`config.mk`:
```
export PLATFORM = sky130hd
export DESIGN_NAME = muldiv_sequencer_flat
export DESIGN_NICKNAME = d
export VERILOG_FILES = /design/src/rtl/muldiv_pkg.sv /design/src/rtl/muldiv_sequencer_if.sv /design/src/rtl/muldiv_step.sv /design/src/rtl/muldiv_sequencer.sv /design/src/flat_wrapper.sv
export SDC_FILE = /design/constraint.sdc
export NUM_CORES = 1
export LEC_CHECK = 0
export CAP_MARGIN = 20
export CELL_PAD_IN_SITES_DETAIL_PLACEMENT = 1
export CELL_PAD_IN_SITES_GLOBAL_PLACEMENT = 2
export CORE_ASPECT_RATIO = 1.25
export CORE_UTILIZATION = 38
export CTS_BUF_LIST = sky130_fd_sc_hd__clkbuf_8
export DETAILED_ROUTE_END_ITERATION = 16
export PLACE_DENSITY_LB_ADDON = 0.08
export SETUP_SLACK_MARGIN = 0.15
export SLEW_MARGIN = 10
export SYNTH_ARGS = -nofsm -noshare
export SYNTH_HDL_FRONTEND = slang
export SYNTH_SLANG_ARGS = --single-unit
export TNS_END_PERCENT = 30
```
`constraint.sdc`:
```
create_clock -name clck -period 6.33 [get_ports clck]
set_input_delay 1.266 -clock clck [delete_from_list [all_inputs] [get_ports clck]]
set_output_delay 1.266 -clock clck [all_outputs]
set_load 0.02 [all_outputs]
```
`src/rtl/muldiv_pkg.sv`:
```
// Shared types and constants for the iterative multiply/divide sequencer.
package muldiv_pkg;

    localparam int unsigned MULDIV_WIDTH = 32;

    typedef enum logic [2:0] {
        IDLE,
        MUL_RUN,
        DIV_RUN,
        FIXUP,
        DZ
    } state_e;

    typedef enum logic {
        OP_MUL,
        OP_DIV
    } op_kind_e;

endpackage

```
`src/rtl/muldiv_sequencer_if.sv`:
```
// Request/result bundle between the core and the multiply/divide sequencer.
// The is_unsigned request bit exists only when MULDIV_UNSIGNED_EN is defined.
interface muldiv_sequencer_if
    import muldiv_pkg::*;
#(
    parameter int unsigned WIDTH = MULDIV_WIDTH
);
    logic             start_mult;
    logic             start_div;
    logic [WIDTH-1:0] op_a;
    logic [WIDTH-1:0] op_b;
    logic             hi_we;
    logic             lo_we;
    logic [WIDTH-1:0] wr_data;
    logic             busy;
    logic             done;
    logic             div_zero;
    logic [WIDTH-1:0] hi;
    logic [WIDTH-1:0] lo;
`ifdef MULDIV_UNSIGNED_EN
    logic             is_unsigned;
`endif

    modport master (
        output start_mult, start_div, op_a, op_b, hi_we, lo_we, wr_data,
`ifdef MULDIV_UNSIGNED_EN
        output is_unsigned,
`endif
        input  busy, done, div_zero, hi, lo
    );

    modport slave (
        input  start_mult, start_div, op_a, op_b, hi_we, lo_we, wr_data,
`ifdef MULDIV_UNSIGNED_EN
        input  is_unsigned,
`endif
        output busy, done, div_zero, hi, lo
    );

endinterface

```
`src/rtl/muldiv_step.sv`:
```
// One combinational iteration: shift-add multiply or restoring divide on {acc, q}.
module muldiv_step
    import muldiv_pkg::*;
#(
    parameter int unsigned WIDTH = MULDIV_WIDTH
) (
    input  op_kind_e         op,
    input  logic [WIDTH:0]   acc,
    input  logic [WIDTH-1:0] q,
    input  logic [WIDTH-1:0] operand,
    output logic [WIDTH:0]   acc_nxt,
    output logic [WIDTH-1:0] q_nxt
);
    logic [WIDTH:0] sum;
    logic [WIDTH:0] rem;

    always_comb begin
        sum     = {1'b0, acc[WIDTH-1:0]} + (q[0] ? {1'b0, operand} : '0);
        rem     = {acc[WIDTH-1:0], q[WIDTH-1]};
        acc_nxt = acc;
        q_nxt   = q;
        if (op == OP_MUL) begin
            // Carry out of the add lands in the top of the shifted product.
            acc_nxt = {1'b0, sum[WIDTH:1]};
            q_nxt   = {sum[0], q[WIDTH-1:1]};
        end else begin
            q_nxt   = {q[WIDTH-2:0], 1'b0};
            acc_nxt = rem;
            if (rem >= {1'b0, operand}) begin
                acc_nxt  = rem - {1'b0, operand};
                q_nxt[0] = 1'b1;
            end
        end
    end

endmodule

```
`src/rtl/muldiv_sequencer.sv`:
```
// Iterative signed multiply/divide unit owning HI/LO; one bit per cycle.
// Define MULDIV_UNSIGNED_EN to add the is_unsigned request bit (multu/divu).
module muldiv_sequencer
    import muldiv_pkg::*;
#(
    parameter int unsigned WIDTH = MULDIV_WIDTH
) (
    input logic               clck,
    input logic               rst_n,
    muldiv_sequencer_if.slave bus
);
    localparam int unsigned CW = $clog2(WIDTH) + 1;

    state_e             state_q, state_d;
    op_kind_e           op_q, op_d;
    logic [WIDTH:0]     acc_q, acc_d, acc_step;
    logic [WIDTH-1:0]   q_q, q_d, q_step;
    logic [WIDTH-1:0]   opb_q, opb_d;
    logic               neg_res_q, neg_res_d;
    logic               neg_rem_q, neg_rem_d;
    logic [CW-1:0]      cnt_q, cnt_d;
    logic [WIDTH-1:0]   hi_q, hi_d, lo_q, lo_d;
    logic               done_q, done_d;
    logic               neg_a, neg_b;
    logic [WIDTH-1:0]   mag_a, mag_b;
    logic [2*WIDTH-1:0] prod;

    muldiv_step #(.WIDTH(WIDTH)) u_step (
        .op      (op_q),
        .acc     (acc_q),
        .q       (q_q),
        .operand (opb_q),
        .acc_nxt (acc_step),
        .q_nxt   (q_step)
    );

    always_comb begin
`ifdef MULDIV_UNSIGNED_EN
        neg_a = !bus.is_unsigned && bus.op_a[WIDTH-1];
        neg_b = !bus.is_unsigned && bus.op_b[WIDTH-1];
`else
        neg_a = bus.op_a[WIDTH-1];
        neg_b = bus.op_b[WIDTH-1];
`endif
        mag_a = neg_a ? -bus.op_a : bus.op_a;
        mag_b = neg_b ? -bus.op_b : bus.op_b;
        prod  = {acc_q[WIDTH-1:0], q_q};

        state_d   = state_q;
        op_d      = op_q;
        acc_d     = acc_q;
        q_d       = q_q;
        opb_d     = opb_q;
        neg_res_d = neg_res_q;
        neg_rem_d = neg_rem_q;
        cnt_d     = cnt_q;
        hi_d      = hi_q;
        lo_d      = lo_q;
        done_d    = 1'b0;

        unique case (state_q)
            IDLE: begin
                // The done cycle still counts as busy: no starts, no mthi/mtlo.
                if (!done_q) begin
                    if (bus.start_mult || (bus.start_div && bus.op_b != '0)) begin
                        op_d      = bus.start_mult ? OP_MUL : OP_DIV;
                        acc_d     = '0;
                        q_d       = mag_a;
                        opb_d     = mag_b;
                        neg_res_d = neg_a ^ neg_b;
                        neg_rem_d = neg_a;
                        cnt_d     = CW'(WIDTH);
                        state_d   = bus.start_mult ? MUL_RUN : DIV_RUN;
                    end else if (bus.start_div) begin
                        state_d = DZ;
                    end else begin
                        if (bus.hi_we) hi_d = bus.wr_data;
                        if (bus.lo_we) lo_d = bus.wr_data;
                    end
                end
            end
            MUL_RUN, DIV_RUN: begin
                acc_d = acc_step;
                q_d   = q_step;
                cnt_d = cnt_q - 1'b1;
                if (cnt_q == CW'(1)) state_d = FIXUP;
            end
            FIXUP: begin
                if (op_q == OP_MUL) begin
                    if (neg_res_q) prod = -prod;
                    {hi_d, lo_d} = prod;
                end else begin
                    lo_d = neg_res_q ? -q_q : q_q;
                    hi_d = neg_rem_q ? -acc_q[WIDTH-1:0] : acc_q[WIDTH-1:0];
                end
                done_d  = 1'b1;
                state_d = IDLE;
            end
            DZ:      state_d = IDLE;
            default: state_d = IDLE;
        endcase
    end

    always_ff @(posedge clck or negedge rst_n) begin
        if (!rst_n) begin
            state_q   <= IDLE;
            op_q      <= OP_MUL;
            acc_q     <= '0;
            q_q       <= '0;
            opb_q     <= '0;
            neg_res_q <= 1'b0;
            neg_rem_q <= 1'b0;
            cnt_q     <= '0;
            hi_q      <= '0;
            lo_q      <= '0;
            done_q    <= 1'b0;
        end else begin
            state_q   <= state_d;
            op_q      <= op_d;
            acc_q     <= acc_d;
            q_q       <= q_d;
            opb_q     <= opb_d;
            neg_res_q <= neg_res_d;
            neg_rem_q <= neg_rem_d;
            cnt_q     <= cnt_d;
            hi_q      <= hi_d;
            lo_q      <= lo_d;
            done_q    <= done_d;
        end
    end

    assign bus.busy     = (state_q == MUL_RUN) || (state_q == DIV_RUN) ||
                          (state_q == FIXUP) || done_q;
    assign bus.done     = done_q;
    assign bus.div_zero = (state_q == DZ);
    assign bus.hi       = hi_q;
    assign bus.lo       = lo_q;

endmodule

```
`src/flat_wrapper.sv`:
```
// flat-port wrapper written by rule: the top's interface ports become plain ports
module muldiv_sequencer_flat import muldiv_pkg::*;
#(
    parameter int unsigned WIDTH = MULDIV_WIDTH
)
  (clck, rst_n, bus_start_mult, bus_start_div, bus_op_a, bus_op_b, bus_hi_we, bus_lo_we, bus_wr_data, bus_busy, bus_done, bus_div_zero, bus_hi, bus_lo);
  muldiv_sequencer_if #(.WIDTH(WIDTH)) bus_i ();
  input logic clck;
  input logic rst_n;
  input wire logic [$bits(bus_i.start_mult)-1:0] bus_start_mult;
  input wire logic [$bits(bus_i.start_div)-1:0] bus_start_div;
  input wire logic [$bits(bus_i.op_a)-1:0] bus_op_a;
  input wire logic [$bits(bus_i.op_b)-1:0] bus_op_b;
  input wire logic [$bits(bus_i.hi_we)-1:0] bus_hi_we;
  input wire logic [$bits(bus_i.lo_we)-1:0] bus_lo_we;
  input wire logic [$bits(bus_i.wr_data)-1:0] bus_wr_data;
  output wire logic [$bits(bus_i.busy)-1:0] bus_busy;
  output wire logic [$bits(bus_i.done)-1:0] bus_done;
  output wire logic [$bits(bus_i.div_zero)-1:0] bus_div_zero;
  output wire logic [$bits(bus_i.hi)-1:0] bus_hi;
  output wire logic [$bits(bus_i.lo)-1:0] bus_lo;
  assign bus_i.start_mult = bus_start_mult;
  assign bus_i.start_div = bus_start_div;
  assign bus_i.op_a = bus_op_a;
  assign bus_i.op_b = bus_op_b;
  assign bus_i.hi_we = bus_hi_we;
  assign bus_i.lo_we = bus_lo_we;
  assign bus_i.wr_data = bus_wr_data;
  assign bus_busy = bus_i.busy;
  assign bus_done = bus_i.done;
  assign bus_div_zero = bus_i.div_zero;
  assign bus_hi = bus_i.hi;
  assign bus_lo = bus_i.lo;
  muldiv_sequencer #(.WIDTH(WIDTH)) u_core (.clck(clck), .rst_n(rst_n), .bus(bus_i));
endmodule
```
==> results of run 1 <==
[registers in the layout, summed over array words and instances, names as in the netlist]
name,cells
u_core.bus.lo,32
u_core.neg_res_q,1
u_core.q_q,32
u_core.neg_rem_q,1
u_core.bus.done,1
u_core.cnt_q,6
u_core.acc_q,32
u_core.state_q,3
u_core.op_q,1
u_core.opb_q,32
u_core.bus.hi,32
[tightest hold or removal path, delay by kind of cell, from the launching register on]
family | cells | cell delay, ns
flip-flops | 1 | 0.36
AO/OA/AOI/OAI | 1 | 0.05
AND/OR/NAND/NOR | 1 | 0.05
[Yosys cell counts (6+ instances only)]
cell      instances
nor2_1          171
clkbuf_1         80
a211oi_1         11
o22ai_1          12
o21bai_1         10
buf_1             6
nor2b_1          15
nor3_1           25
o221ai_1          6
or3_1            40
a21o_1           37
mux2_2           10
xor2_1           88
and2_1           12
inv_1            60
mux2i_1          53
and3_1            7
nor4_1           10
a22oi_1          15
nand4_1           7
ha_1             70
dfrtp_1         173
o41ai_1          10
o211ai_1         24
or4_1            13
o21a_1           12
nand3_1          19
nand2_1         194
a31oi_1          20
xnor2_1          83
or2_2            18
nand2b_1         20
o21ai_0         172
a21oi_1         125
o31ai_1          67
[worst max path at each step]
stage                           startpoint                      endpoint  slack [ns]  cells after the start
6_report       u_core.acc_q[0]$_DFFE_PN0P_   u_core.acc_q[6]$_DFFE_PN0P_        1.57                     13
5_1_grt        u_core.acc_q[0]$_DFFE_PN0P_  u_core.acc_q[21]$_DFFE_PN0P_        1.34                     13
4_1_cts        u_core.acc_q[0]$_DFFE_PN0P_   u_core.acc_q[6]$_DFFE_PN0P_        1.63                     13
3_5_place_dp                   bus_op_b[6]  u_core.acc_q[26]$_DFFE_PN0P_        1.25                     13
3_3_place_gp                   bus_op_b[6]  u_core.acc_q[26]$_DFFE_PN0P_        1.30                     13
2_1_floorplan                 bus_op_a[10]    u_core.q_q[24]$_DFFE_PN0P_        2.39                     10
[final cells by class]
| type | instances | area, µm² |
|---|---|---|
| repair buffers | 191 | 1880 |
| flip-flops and latches | 173 | 4330 |
| inverters | 61 | 229 |
| fillers | 4513 | 20300 |
| well taps | 486 | 608 |
| clock inverters | 14 | 150 |
| clock buffers | 18 | 248 |
| multi-input cells | 1451 | 9430 |
[power by group]
group	internal [W]	total [W]	switching [W]
sequential	0.00130	0.00178	0.000485
combinational	0.00127	0.00288	0.00162
clock	0.000334	0.000830	0.000495
[cell families (layout without fill, tap and decap cells)]
group,Yosys count,count (layout),synth area share (%)
AOI/OAI and AO/OA,575,575,25.6
and+or+nand+nor,570,570,18.7
DFF,173,173,30.3
xor gates and xnor gates,171,171,10.5
buffers and inverters,152,284,4.04
adders and majority gates,72,72,6.41
muxes,63,63,4.50
[routing by layer]
layer / vias up / routed length, µm
met4: 0 / 3160
met1: 6794 / 21400
met3: 93 / 1140
met2: 237 / 27200
met5: - / 0
li1: 6624 / -
[metrics by stage]
| stage | std cells | area [µm²] |
|---|---|---|
| after detailed placement | 2361 | 16500 |
| after global routing | 2394 | 16900 |
| after floorplan | 1776 | 14300 |
| after global placement | 2361 | 16500 |
| final | 2394 | 16900 |
| after CTS | 2393 | 16900 |
==> reports/results.txt, run 1 <==
status: finished clean
DR WL/cell: 22.1 µm
met1 Resource Use GR: 31.5%
kind of critical path: flip-flop to flip-flop
Die Y: 219 µm
CTS Hold Bufs: 0
met3 usage: 2.69%
final setup skew: 0.0190 ns
Final TNS setup: 0 ns
pre-CTS setup slack: 1.25 ns
CTS Buf Count: 17
Post-synth top flop: dfrtp_1
Core Area: 0.0372 mm²
critical path arrival: 5.20 ns
initial core utilization: 38.4%
Root Driver: clkbuf_8
highest ir drop seen on vdd: 0.247 mV
Netlist Area Pre-Place: 0.0143 mm²
post-layout min period: 4.76 ns
CTS clk-pin slew, worst paths: 0.11 ns
Synthesis Warnings: 0
max_cap viols: 0
Crit path largest cell delay: 0.68 ns
Max-slew headroom: 35.7%
first-pass GRT wire length: 83200 µm
actual slew at the worst max-slew pin: 0.962 ns
DRC viols: 0
clk sinks: 173
synth unique cells: 75
gr busiest metal: met2
CTS tree: yes
Worst-Skew Late Latency: 0.52 ns
Syn Inst Count: 1776
# setup viols final: 0
most frequent cells in the layout: 194 x nand2_1, 172 x o21ai_0, 172 x dfrtp_1
LEAKAGE: 7.03 nW
WHS Path Cells: 2
GRT Util Overall: 28.2%
Vias/cell: 5.74
EDFF count, synth: 0
First DRT Iteration DRCs: 686
Area contributors post-synth: dfrtp_1 30%, ha_1 6.1%, o21ai_0 6.0%, xor2_1 5.4%, nand2_1 5.1%
Seq/Total Area, Yosys: 30.3%
Final Slew Violations: 0
layout cells sized above 1: 5.56%
Routed WL: 53000 µm
Max Fclk: 210 MHz
worst-path fanout max: 19
CTS max path bufs: 2
RSZ-0062 raised after global routing: false
r2r endpoint: u_core.acc_q[6]$_DFFE_PN0P_
Avg Inst Size Synth: 8.04 µm²
CP required: 6.76 ns
TritonRoute pass-1 iters: 5
RR Startpoint: u_core.acc_q[0]$_DFFE_PN0P_
cells on worst reg2reg path: 13
CP dominant cell by count: buf_4
Hold EP: u_core.bus.hi[19]$_DFFE_PN0P_
async set or reset register ratio after synthesis: 100%
number of port buffers: 168
setup ws final: 1.57 ns
I/O pin count: 169
Synth area leader: dfrtp_1
Buf/Inv on CP: 2
GR Overflow Total: 0
WHS: 0.484 ns
Critical Path Start Type: flip-flop
die area: 0.0384 mm²
via count: 13700
vias in the first global route: 14600
initial antenna violation count: 0
largest delay contributor family on the critical path: compound AO/OA/AOI/OAI gates
worst reg-to-reg setup slack: 1.57 ns
final count of hold timing violations: 0
most common cell after layout, fill and taps aside: nand2_1
largest net degree at the start of global routing: 110
antenna cell count: 0
critical path cell sequence: ha_1 > nor2b_1 > o2111a_1 > a2111oi_0 > o21ba_2 > o311ai_1 > buf_4 > o211ai_1 > nand2_1 > buf_4 > mux2i_1 > a21oi_1 > a21o_1
Synthesized Nets: 1950
setup bufs post-CTS: 0
hold_sp: u_core.bus.hi[19]$_DFFE_PN0P_
Core Util, Final: 45.4%
post-route ant nets: 0
flops & latches, synth: 173
final worst-path cycle share: 75.3%
post_cts resized: 0
post-synth top area share: 30.3%
NumNets Final: 2069
row count: 79
hold crit path type: flip-flop to flip-flop
dpl hpwl: 40700 µm
GRT met2 Usage: 51.9%
PD cells: 326 mW/mm²
htree depth: 4
routability congestion estimate: 0.866
CP max-delay cell: a2111oi_0
die width: 175 µm
Final Power: 0.00549 W
Worst setup EP type: flip-flop
Area growth, synth to finish: 18.1%
No activity file was read; power rests on OpenSTA's default activity.
==> run 2: changes to the inputs <==
Settings changed: CORE_UTILIZATION 38 to 35.
Clock period 6.33 ns to 4.69 ns, I/O delays scaled along.
==> run 2 against run 1 <==
  * Combinational power increased by 42%
  * Critical path type unchanged
  * Worst hold slack gained 0.0010 ns
  * Non-clock buffer count is 14 higher
  * Largest cell class unchanged
  * Register-to-register slack worse by 1.1 ns
  * Worst setup slack got worse by 1.1 ns
  * Clock power up 47%
==> reports/results.txt, run 2 (synthesized netlist as in run 1, its figures left out) <==
status: finished clean
first-pass GRT wire length: 84300 µm
First DRT Iteration DRCs: 693
initial core utilization: 35.6%
GR Overflow Total: 0
critical path arrival: 4.62 ns
max_cap viols: 0
DR WL/cell: 21.9 µm
Final TNS setup: 0 ns
post-layout min period: 4.20 ns
Gate power share: 53.9%
layout cells sized above 1: 6.30%
largest delay contributor family on the critical path: compound AO/OA/AOI/OAI gates
switching portion of total power: 46.1%
Die Y: 228 µm
Buf/Inv on CP: 1
setup bufs post-CTS: 0
kind of critical path: flip-flop to flip-flop
Crit path largest cell delay: 0.64 ns
CP max-delay cell: or4b_2
post_cts resized: 0
clk sinks: 173
vias in the first global route: 14600
row count: 82
CP required: 5.11 ns
highest ir drop seen on vdd: 0.330 mV
Area after DPL: 0.0167 mm²
CTS Buf Count: 17
post-route ant nets: 0
CTS tree: yes
NumNets Final: 2083
Routed WL: 54100 µm
Vias/cell: 5.60
CTS Hold Bufs: 0
Root Driver: clkbuf_8
WHS: 0.485 ns
CTS clk-pin slew, worst paths: 0.11 ns
initial antenna violation count: 1
Cell Count, Final, Fillers Out: 2470
final worst-path cycle share: 89.6%
die width: 183 µm
sequential power share: 30.1%
I/O pin count: 169
Inst Count DP: 2435
via count: 13800
routability congestion estimate: 0.885
Power Internal: 0.00410 W
number of port buffers: 168
Switching Power: 0.00350 W
actual slew at the worst max-slew pin: 0.979 ns
Worst-Skew Late Latency: 0.53 ns
worst-path fanout max: 8
Max Fclk: 238 MHz
GRT Util Overall: 26.4%
hold crit path type: flip-flop to flip-flop
PD cells: 443 mW/mm²
# setup viols final: 0
Max-slew headroom: 33.7%
die area: 0.0416 mm²
LEAKAGE: 7.16 nW
final count of hold timing violations: 0
design area: 0.0172 mm²
final setup skew: 0.0216 ns
critical path cell sequence: inv_1 > nor2_1 > ha_1 > a21oi_1 > or4b_2 > a311o_1 > o21ai_0 > a21oi_1 > a31oi_1 > nand2b_1 > a2111o_1 > o211ai_1
DRC viols: 0
Worst setup EP type: flip-flop
RSZ-0062 raised after global routing: false
dpl hpwl: 41900 µm
TritonRoute pass-1 iters: 4
largest net degree at the start of global routing: 89
clock power share: 16.0%
most frequent cells in the layout: 194 x nand2_1, 172 x o21ai_0, 172 x dfrtp_1
CTS max path bufs: 2
CP dominant cell by count: a21oi_1
htree depth: 4
Core Area: 0.0401 mm²
Final Slew Violations: 0
most common cell after layout, fill and taps aside: nand2_1
Critical Path Start Type: flip-flop
Area growth, synth to finish: 20.1%
## run 2: cell types whose count changed in the layout (fill, tap and decap cells not counted), moves of 2 or more
cell,previous run,this run
bufinv_16,1,3
clkinvlp_4,5,1
buf_4,21,30
buf_12,1,6
diode_2,0,2
## run 2: metrics by stage
stage / power [W] / setup slack [ns] / utilization [%]
finish: 0.00760 / 0.490 / 42.8
global route: 0.00814 / 0.372 / 42.7
CTS: 0.00766 / 0.524 / 42.7
detailed placement: 0.00641 / 0.180 / 41.6
global placement: 0.00631 / 0.275 / 41.6
floorplan: 0.00495 / 1.07 / -
## run 2: path summary, 6_finish.rpt
check                                             startpoint                      endpoint  slack [ns]  cells past startpoint
max in group asynchronous                              rst_n   u_core.opb_q[6]$_DFFE_PN0P_        3.23                      2
worst min register to register  u_core.bus.hi[9]$_DFFE_PN0P_  u_core.bus.hi[9]$_DFFE_PN0P_        0.48                      2
worst min-delay path            u_core.bus.hi[9]$_DFFE_PN0P_  u_core.bus.hi[9]$_DFFE_PN0P_        0.48                      2
min in group asynchronous                              rst_n     u_core.q_q[9]$_DFFE_PN0P_        0.50                      1
worst max register to register     u_core.q_q[0]$_DFFE_PN0P_  u_core.acc_q[31]$_DFFE_PN0P_        0.49                     12
worst max-delay path               u_core.q_q[0]$_DFFE_PN0P_  u_core.acc_q[31]$_DFFE_PN0P_        0.49                     12
## run 2: power groups by stage
stage                     logic, W  registers [W]  clock network, W
after floorplan            0.00285        0.00210                 0
after global placement     0.00401        0.00230                 0
after detailed placement   0.00409        0.00231                 0
after CTS                  0.00411        0.00228           0.00126
after global routing       0.00451        0.00233           0.00130
final                      0.00409        0.00229           0.00122
## run 2: worst min-delay path: cells and delay by family, from the launching register on
kind | cells | cell delay [ns]
AND/OR/NAND/NOR | 1 | 0.05
flip-flops | 1 | 0.36
AO/OA/AOI/OAI | 1 | 0.05
## run 2: routing by layer
metal / up-vias / GRT usage, % / share of wire (%)
met1: 6866 / 29.5 / 40
met5: - / 0 / 0
met3: 83 / 3.07 / 2.3
li1: 6658 / - / -
met2: 234 / 48.6 / 52
met4: 0 / 13.3 / 4.9
## run 2: area by class of cell
type	instances	area (µm²)
clock inverter	13	175
antenna	2	5.00
inverter	61	229
clock buffer	19	262
tap	546	683
fill	4851	23000
sequential	173	4330
timing repair buffer	205	2040
multi-input combinational	1451	9430
==> run 3: changes to the inputs <==
Settings changed: CAP_MARGIN 20 to not set, SETUP_SLACK_MARGIN 0.15 to not set.
==> run 3 against run 2 <==
  * Maximum frequency grew 0.28%
  * Non-clock buffer count shrank 1
  * Clock-buffer cell count is the same
  * Utilization is essentially flat
  * Worst setup slack gained 0.012 ns
  * Clock power is essentially flat
==> reports/results.txt, run 3 (synthesized netlist as in run 1, its figures left out) <==
Die Y: 228 µm
RSZ-0062 raised after global routing: false
CP max-delay cell: or4b_2
CTS clk-pin slew, worst paths: 0.11 ns
hold_sp: u_core.bus.hi[9]$_DFFE_PN0P_
Area growth, synth to finish: 20.0%
first-pass GRT wire length: 84300 µm
most common cell after layout, fill and taps aside: nand2_1
Hold EP: u_core.bus.hi[9]$_DFFE_PN0P_
hold crit path type: flip-flop to flip-flop
final worst-path cycle share: 89.3%
Worst-Skew Late Latency: 0.53 ns
status: finished clean
CP required: 5.11 ns
CTS tree: yes
CTS Hold Bufs: 0
cells on worst reg2reg path: 12
RR Startpoint: u_core.q_q[0]$_DFFE_PN0P_
vias in the first global route: 14600
highest ir drop seen on vdd: 0.330 mV
initial antenna violation count: 1
max_cap viols: 0
layout cells sized above 1: 6.25%
initial core utilization: 35.6%
post_cts resized: 0
critical path arrival: 4.61 ns
I/O pin count: 169
DR WL/cell: 21.9 µm
worst-path fanout max: 8
NumNets Final: 2082
filler cell count: 4849
worst reg-to-reg setup slack: 0.50 ns
First DRT Iteration DRCs: 732
die width: 183 µm
dpl hpwl: 41900 µm
routability congestion estimate: 0.885
die area: 0.0416 mm²
kind of critical path: flip-flop to flip-flop
row count: 82
Worst setup EP type: flip-flop
Routed WL: 54100 µm
# setup viols final: 0
GRT Util Overall: 26.4%
CTS Buf Count: 17
WHS: 0.485 ns
WHS Path Cells: 2
PD cells: 443 mW/mm²
setup bufs post-CTS: 0
LEAKAGE: 7.16 nW
GR Overflow Total: 0
Cell Count, Final, Fillers Out: 2468
r2r endpoint: u_core.acc_q[31]$_DFFE_PN0P_
Inst Count DP: 2435
Critical Path Start Type: flip-flop
Final TNS setup: 0 ns
Crit path largest cell delay: 0.64 ns
post-route ant nets: 0
Core Area: 0.0401 mm²
largest net degree at the start of global routing: 89
final count of hold timing violations: 0
CP dominant cell by count: a21oi_1
TritonRoute pass-1 iters: 5
Max-slew headroom: 22.3%
largest delay contributor family on the critical path: compound AO/OA/AOI/OAI gates
clk sinks: 173
Vias/cell: 5.60
Buf/Inv on CP: 1
DRC viols: 0
final setup skew: 0.0188 ns
most frequent cells in the layout: 194 x nand2_1, 172 x o21ai_0, 172 x dfrtp_1
via count: 13800
Root Driver: clkbuf_8
actual slew at the worst max-slew pin: 1.16 ns
Final Slew Violations: 0
number of port buffers: 168
CTS max path bufs: 2
Max Fclk: 239 MHz
post-layout min period: 4.19 ns
htree depth: 4
critical path cell sequence: inv_1 > nor2_1 > ha_1 > a21oi_1 > or4b_2 > a311o_1 > o21ai_0 > a21oi_1 > a31oi_1 > nand2b_1 > a2111o_1 > o211ai_1
[run 3: cell count changes in the layout (fill, tap and decap cells not counted), sizes merged]
| cell | previous run | this run |
|---|---|---|
| buf | 38 | 37 |
| diode | 2 | 1 |
[run 3: layout make-up]
cell class | count | area [µm²] | area share [%]
clock buffers | 19 | 262 | 1.53
multi-input cells | 1451 | 9430 | 55.0
repair buffers | 204 | 2030 | 11.8
diodes | 1 | 2.50 | 0.0146
flip-flops and latches | 173 | 4330 | 25.3
clock inverters | 13 | 175 | 1.02
well taps | 546 | 683 | 3.99
inverters | 61 | 229 | 1.34
[run 3: layer usage]
| metal | up-vias | part of all wire [%] | track usage, % |
|---|---|---|---|
| met1 | 6846 | 41 | 29.5 |
| li1 | 6657 | - | - |
| met2 | 243 | 52 | 48.6 |
| met5 | - | 0 | 0 |
| met3 | 84 | 2.5 | 3.07 |
| met4 | 0 | 4.9 | 13.3 |
[run 3: tightest hold or removal path, cell delays in order, from the launching register on]
cell	delay [ns]
dfrtp_1	0.36
nand2_1	0.05
o31ai_1	0.05
[run 3: metrics by stage]
| stage | utilization, % | setup slack, ns | cell area, µm² | total power, W |
|---|---|---|---|---|
| 4_1_cts | 42.7 | 0.524 | 17100 | 0.00766 |
| 3_5_place_dp | 41.6 | 0.180 | 16700 | 0.00641 |
| 6_report | 42.7 | 0.502 | 17100 | 0.00760 |
| 5_1_grt | 42.7 | 0.372 | 17100 | 0.00814 |
| 2_1_floorplan | - | 1.07 | 14300 | 0.00495 |
| 3_3_place_gp | 41.6 | 0.275 | 16700 | 0.00631 |
[run 3: worst max-delay path by stage]
stage | from | to | depth (start not counted)
finish | u_core.q_q[0]$_DFFE_PN0P_ | u_core.acc_q[31]$_DFFE_PN0P_ | 12
global route | u_core.q_q[0]$_DFFE_PN0P_ | u_core.acc_q[27]$_DFFE_PN0P_ | 13
CTS | u_core.q_q[0]$_DFFE_PN0P_ | u_core.acc_q[31]$_DFFE_PN0P_ | 13
detailed placement | bus_op_b[6] | u_core.bus.lo[9]$_DFFE_PN0P_ | 10
global placement | bus_op_b[6] | u_core.bus.lo[12]$_DFFE_PN0P_ | 10
floorplan | bus_op_a[10] | u_core.q_q[24]$_DFFE_PN0P_ | 10
[run 3: report_power, final]
part / internal, W / total [W] / switching, W / leakage (nW)
registers: 0.00175 / 0.00229 / 0.000535 / 2.17
logic: 0.00178 / 0.00409 / 0.00231 / 4.76
clock network: 0.000567 / 0.00122 / 0.000651 / 0.220
total: 0.00410 / 0.00760 / 0.00350 / 7.16
